File: config.mk
export PLATFORM = sky130hd
export DESIGN_NAME = sync2_bus
export DESIGN_NICKNAME = d
export VERILOG_FILES = /design/src/rtl/inv6_response_checker_sync.sv
export SDC_FILE = /design/constraint.sdc
export NUM_CORES = 1
export LEC_CHECK = 0
export ABC_AREA = 1
export BUFFER_PORTS_ARGS = -buffer_cell sky130_fd_sc_hd__buf_2
export CAP_MARGIN = 20
export CORE_AREA = 2 2 39 41
export CTS_BUF_LIST = sky130_fd_sc_hd__clkbuf_2 sky130_fd_sc_hd__clkbuf_4 sky130_fd_sc_hd__clkbuf_8
export CTS_CLUSTER_DIAMETER = 30
export DETAILED_ROUTE_END_ITERATION = 7
export DIE_AREA = 0 0 41 43
export PLACE_DENSITY = 0.44
export SYNTH_ARGS = -nofsm -noshare
export SYNTH_HDL_FRONTEND = slang
export SYNTH_SLANG_ARGS = --single-unit
File: constraint.sdc
create_clock -name clk -period 1 [get_ports clk]
set_input_delay 0.2 -clock clk [delete_from_list [all_inputs] [get_ports clk]]
set_output_delay 0.2 -clock clk [all_outputs]
set_load 0.05 [all_outputs]
File: src/rtl/inv6_response_checker_sync.sv
// Two-flop synchronizer for a bus of independent, slowly changing bits.
//   clk   : destination clock
//   rst_n : asynchronous active-low reset, clears both flop stages
//   d     : asynchronous input bus
//   q     : synchronized output bus (two clk cycles of latency)
module sync2_bus #(
    parameter int WIDTH = 6
) (
    input  logic             clk,
    input  logic             rst_n,
    input  logic [WIDTH-1:0] d,
    output logic [WIDTH-1:0] q
);

    logic [WIDTH-1:0] meta;

    always_ff @(posedge clk or negedge rst_n) begin
        if (!rst_n) begin
            meta <= '0;
            q    <= '0;
        end else begin
            meta <= d;
            q    <= meta;
        end
    end

endmodule

; ---- Word-level counts from Yosys, hierarchy flattened
; Index checks and enable logic that the tools add are counted.
[word_totals]
output_inout_bits = 6
ff_bits = 12
input_bits = 8
elab_cells = 2

; ---- Depth between registers and ports, before layout
; Gate-level depths: netlist (run 1).
[logic_depth]
depth_word = 0
depth_mapped = 0
ltp_nobuf = 0

; ---- Worst setup path after synthesis (run 1)
; Ideal clock, no wire load.
[synth_path]
path_kind = register -> output
startpoint = register q[0]
endpoint = output port q[0]
arrival_time_ns = 0.586
path_stages_with_launch = 1
required_ns = 0.800
setup_slack_ns = 0.214
n_path_buf = 0
path_cell_list = dfrtp_1
[synth_lines]
columns = item, line
row1 = "start, declared", 12  ; output logic [WIDTH-1:0] q
row2 = "start signal, assigned", 23  ; q <= meta;
; No word-level cell between the ends.

; ---- Final worst setup path (run 1)
[layout_path]
startpoint = register q[0]
endpoint = output port q[0]
; No word-level cell between the ends.

==> key figures, run 1 <==
Clock network
  – CTS Buf Count: 3
  – Clock Tree Root: clkbuf_4
  – Max clock buf depth: 2
  – H-tree levels: 1
  – Clk_lat worst skew: 260 ps
  – Clk slew on worst S/H paths: 60 ps
  – CTS tree: done
  – Post-CTS setup buffer count: 0
  – CTS sink count: 12

Min path
  – Hold path endpoint: meta[3]
  – Hold Path Stages: 1
  – Worst hold path type: input pin to flip-flop
  – Worst hold start: d[3]

Placement
  – Gpl congestion: 0.580
  – I/O Buffers: 13

Route
  – Number of remaining DRC errors: 0
  – DR WL/cell: 8.71 µm
  – Vias: 147
  – Post-route ant nets: 0
  – Vias per std cell: 3.27
  – Post-Route WL: 392 µm
  – DR pass1 iterations: 1
  – DRT iter0 DRCs: 0

GRT
  – Vias in the first global route: 140
  – First-pass GRT wire length: 531 µm
  – GRT overflow: 0
  – Initial antenna violation count: 0
  – Pin count of the biggest net entering global routing: 13
  – Gr usage total: 5.42%

Pwr
  – Peak supply drop: 0.000552 V
  – Power density over cell area: 1940 mW/mm²
  – Lkg Pwr: 0.222 nW
  – Overall power: 0.883 mW

Timing
  – Final Hold Vio Count: 0
  – Fmax: 1010 MHz
  – Final setup viols: 0
  – Slew margin rel.: 83.4%
  – Period utilization: 98.8%
  – WHS: 43.0 ps
  – RSZ-0062 raised after global routing: true
  – Final Max Tran Viols: 0
  – Clock Skew: 0.295 ps
  – Worst-margin pin slew: 249 ps
  – Crit path time final: 988 ps

Setup path
  – Reg2reg end: q[0]
  – Worst path top cell family by delay: flip-flops
  – Crit start category: flip-flop
  – WS Path Type: flip-flop to primary output
  – CP max FO: 1
  – Slowest CP cell: dfrtp_1
  – CP required: 800 ps
  – CP Buf/Inv Count: 1
  – CP arrival: 790 ps
  – Worst path cell trace: buf_6
  – Crit-path max cell delay: 380 ps
  – CP Capture Type: primary output
  – FF-to-FF setup slack: 530 ps
  – FF-to-FF path depth: 0
  – Worst R2R Start: meta[0]

Floorplan
  – Initial Util: 21.7%
  – Row cnt: 14
  – Die Wd: 41 µm
  – Core ar.: 0.00138 mm²
  – Die H: 43 µm
  – Full die area: 0.00176 mm²
  – IO Pins: 14

Synth
  – Yosys top cell area share: 100%
  – Cell Area, Synth: 300 µm²
  – Cells after Synth: 12
  – Largest cells by area after synthesis: dfrtp_1 (100%)
  – Synth Register Bits: 12
  – Cell accounting for the most synthesized area: dfrtp_1
  – Post-synthesis cell type count: 1
  – Register area share after synthesis: 100%
  – Syn_area_per_cell: 25.0 µm²
  – Synth warnings: 0
  – Syn Nets: 20

Final layout
  – Synth-to-layout area growth: 51.7%
  – Final nets: 39
  – Filler Cells Inserted: 138
  – Layout cell share with drive strength beyond 1: 55.2%
  – Area of the multi-input gates: 0 µm²
  – Antenna cells: 0
  – Comb_multi_in: 0

Outcome
  – Status: complete, no violations

Run
  – Max-Cap Viols: 0
## layer usage
metal | share of wire [%] | routed length [µm] | track usage, %
met5 | 0 | 0 | 0
met4 | 0 | 0 | 8.00
met3 | 13 | 50 | 3.14
met2 | 54 | 211 | 6.88
met1 | 33 | 131 | 4.44
## power breakdown
| part | internal, mW | total, mW | switching, mW | leakage [nW] |
|---|---|---|---|---|
| sequential | 0.510 | 0.518 | 0.00795 | 0.140 |
| clock | 0.139 | 0.269 | 0.131 | 0.0138 |
| combinational | 0.0357 | 0.0964 | 0.0607 | 0.0680 |
## metrics by stage
| step | std cells | area, µm² | setup WS [ps] | TNS, ps | utilization, % |
|---|---|---|---|---|---|
| 6_report | 45 | 455 | 12.1 | 0 | 32.9 |
| 5_1_grt | 45 | 455 | -16.1 | -73.7 | 32.9 |
| 4_1_cts | 45 | 455 | 1.08 | 0 | 32.9 |
| 3_5_place_dp | 41 | 385 | 240 | 0 | 27.8 |
| 3_3_place_gp | 41 | 385 | 252 | 0 | 27.8 |
| 2_1_floorplan | 12 | 300 | 214 | 0 | - |
## cell usage after synthesis, drive strengths merged
cell,n
dfrtp,12
## what timing repair did
item                                    4_1_cts  5_1_grt
endpoints found under the setup margin        6        6
gates resized for setup                      12        0
hold buffers                                  1        0
endpoints found under the hold margin        12        0
## cell usage in the layout, fill, tap and decap left out, drive strengths merged
master        n
dfrtp        12
dlygate4sd3   1
buf          13
clkbuf        3
## how the worst max path moves through the flow
stage          slack, ps  cells past startpoint  startpoint    to
2_1_floorplan        210                      0        q[0]  q[0]
3_3_place_gp         250                      1        q[3]  q[3]
3_5_place_dp         240                      1        q[0]  q[0]
4_1_cts                1                      1        q[0]  q[0]
5_1_grt              -20                      1        q[0]  q[0]
6_report              10                      1        q[0]  q[0]
## cell type report
class                 instances  area, µm²  share of cell area, %
Timing Repair Buffer         14        113                   24.7
Tap cell                     16       20.0                   4.40
Sequential cell              12        300                   65.9
Clock buffer                  3       22.5                   4.95
## sequential cells by signal (all words and copies together) (netlist names)
| name | cells |
|---|---|
| q | 6 |
| meta | 6 |
## logic make-up (layout without fill, tap and decap cells)
logic type  Yosys count  in the layout  share of synthesized area (%)
flops                12             12                            100
buf+inv               0             17                              0
(Power assumes the default switching activity.)
==> run 2, diff against run 1 <==
--- a/config.mk
+++ b/config.mk
@@ -14,5 +14,5 @@
 export DETAILED_ROUTE_END_ITERATION = 7
 export DIE_AREA = 0 0 41 43
-export PLACE_DENSITY = 0.44
+export PLACE_DENSITY_LB_ADDON = 0.1
 export SYNTH_ARGS = -nofsm -noshare
 export SYNTH_HDL_FRONTEND = slang
==> constraint.sdc (replaced) <==
create_clock -name clk -period 1 [get_ports clk]
set_input_delay 0.2 -clock clk [delete_from_list [all_inputs] [get_ports clk]]
set_output_delay 0.2 -clock clk [all_outputs]
set_load 0.01 [all_outputs]
==> key figures, run 2 (synthesized netlist as in run 1, its figures left out) <==
Outcome
  – Status: complete, no violations

Placement
  – Gpl congestion: 0.559
  – I/O Buffers: 13
  – Dpl hpwl: 274 µm

Run
  – Max-Cap Viols: 0

Pwr
  – Cell-internal power: 0.668 mW
  – Lkg Pwr: 0.209 nW
  – Flop pwr share: 62.4%
  – Power density over cell area: 1970 mW/mm²
  – Sw Share: 18.8%
  – Net Switching: 0.155 mW
  – Clock Power Share: 32.4%
  – Gate power share: 5.1%
  – Peak supply drop: 0.000560 V

Setup path
  – CP arrival: 740 ps
  – Crit-path max cell delay: 350 ps
  – CP Buf/Inv Count: 1
  – Worst path top cell family by delay: flip-flops
  – CP max FO: 1
  – CP required: 800 ps
  – WS Path Type: flip-flop to primary output
  – Slowest CP cell: dfrtp_1
  – CP Capture Type: primary output
  – Worst path cell trace: buf_2
  – Crit start category: flip-flop

Min path
  – Worst hold path type: input pin to flip-flop

GRT
  – Pin count of the biggest net entering global routing: 13
  – GRT overflow: 0
  – Vias in the first global route: 165
  – Initial antenna violation count: 0
  – Gr usage total: 6.53%
  – First-pass GRT wire length: 683 µm

Route
  – Vias: 152
  – DR pass1 iterations: 1
  – DR WL/cell: 7.80 µm
  – DRT iter0 DRCs: 0
  – Number of remaining DRC errors: 0
  – Post-route ant nets: 0
  – Vias per std cell: 3.38
  – Post-Route WL: 351 µm

Timing
  – Fmax: 1060 MHz
  – Worst-margin pin slew: 247 ps
  – Period utilization: 94.2%
  – RSZ-0062 raised after global routing: false
  – Sum Neg Setup Slack: 0 ps
  – Crit path time final: 942 ps
  – Final setup viols: 0
  – Slew margin rel.: 83.6%
  – Clock Skew: 0.179 ps
  – Final Max Tran Viols: 0
  – Final Hold Vio Count: 0

Floorplan
  – Row cnt: 14
  – Full die area: 0.00176 mm²
  – Core ar.: 0.00138 mm²
  – Initial Util: 21.7%
  – Die Wd: 41 µm
  – Die H: 43 µm
  – IO Pins: 14

Final layout
  – Largest regs: meta (6), q (6)
  – Util after Layout: 30.2%
  – Comb_multi_in: 0
  – Synth-to-layout area growth: 39.2%
  – Final nets: 39
  – Commonest non-fill, non-tap cell in the layout: buf_2
  – Antenna cells: 0
  – Layout cell share with drive strength beyond 1: 55.2%
  – Area of the multi-input gates: 0 µm²
  – Commonest non-fill, non-tap cells in the layout: buf_2 (13), dfrtp_1 (12), clkbuf_4 (3), dlygate4sd3_1 (1)

Clock network
  – Clk slew on worst S/H paths: 60 ps
  – Clk_lat worst skew: 260 ps
  – CTS Buf Count: 3
  – Hold-fix buffers at CTS: 1
  – CTS tree: done
  – Post-CTS setup buffer count: 0
  – Post-CTS sizing: 0
  – Max clock buf depth: 2
  – Clock Tree Root: clkbuf_4
  – H-tree levels: 1
  – CTS sink count: 12
-- run 2: metal layers --
| layer | vias up | GRT usage (%) | part of all wire [%] |
|---|---|---|---|
| li1 | 71 | - | - |
| met1 | 73 | 7.12 | 36 |
| met2 | 8 | 7.81 | 52 |
| met3 | 0 | 4.71 | 12 |
| met4 | 0 | 6.00 | 0 |
| met5 | - | 0 | 0 |
-- run 2: worst paths after layout --
check,from,endpoint,slack (ps),cells after the start
worst max-delay path,q[2],q[2],60,1
worst min register to register,meta[4],q[4],350,0
worst max register to register,meta[5],q[5],530,0
max in group asynchronous,rst_n,meta[4],460,2
worst min-delay path,d[2],meta[2],40,1
min in group asynchronous,rst_n,q[3],340,2
-- run 2: layout make-up --
| class | count | area (µm²) |
|---|---|---|
| Fill cell | 152 | 966 |
| Sequential cell | 12 | 300 |
| Timing Repair Buffer | 14 | 75.1 |
| Clock buffer | 3 | 22.5 |
| Tap cell | 16 | 20.0 |
-- run 2: power by group through the flow --
stage                     combinational (mW)  clock, mW  sequential (mW)
after floorplan                            0          0            0.531
after CTS                             0.0441      0.289            0.514
after detailed placement              0.0411          0            0.524
after global placement                0.0401          0            0.524
final                                 0.0422      0.267            0.514
after global routing                  0.0483      0.321            0.517
-- run 2: metrics by stage --
stage	hold WS (ps)	setup slack, ps	instance area, µm²	std cells	power [mW]
3_5_place_dp	84.0	331	385	41	0.565
4_1_cts	31.1	37.7	418	45	0.847
2_1_floorplan	-95.6	424	300	12	0.531
6_report	43.5	57.8	418	45	0.823
3_3_place_gp	77.9	331	385	41	0.564
5_1_grt	23.5	4.46	418	45	0.887
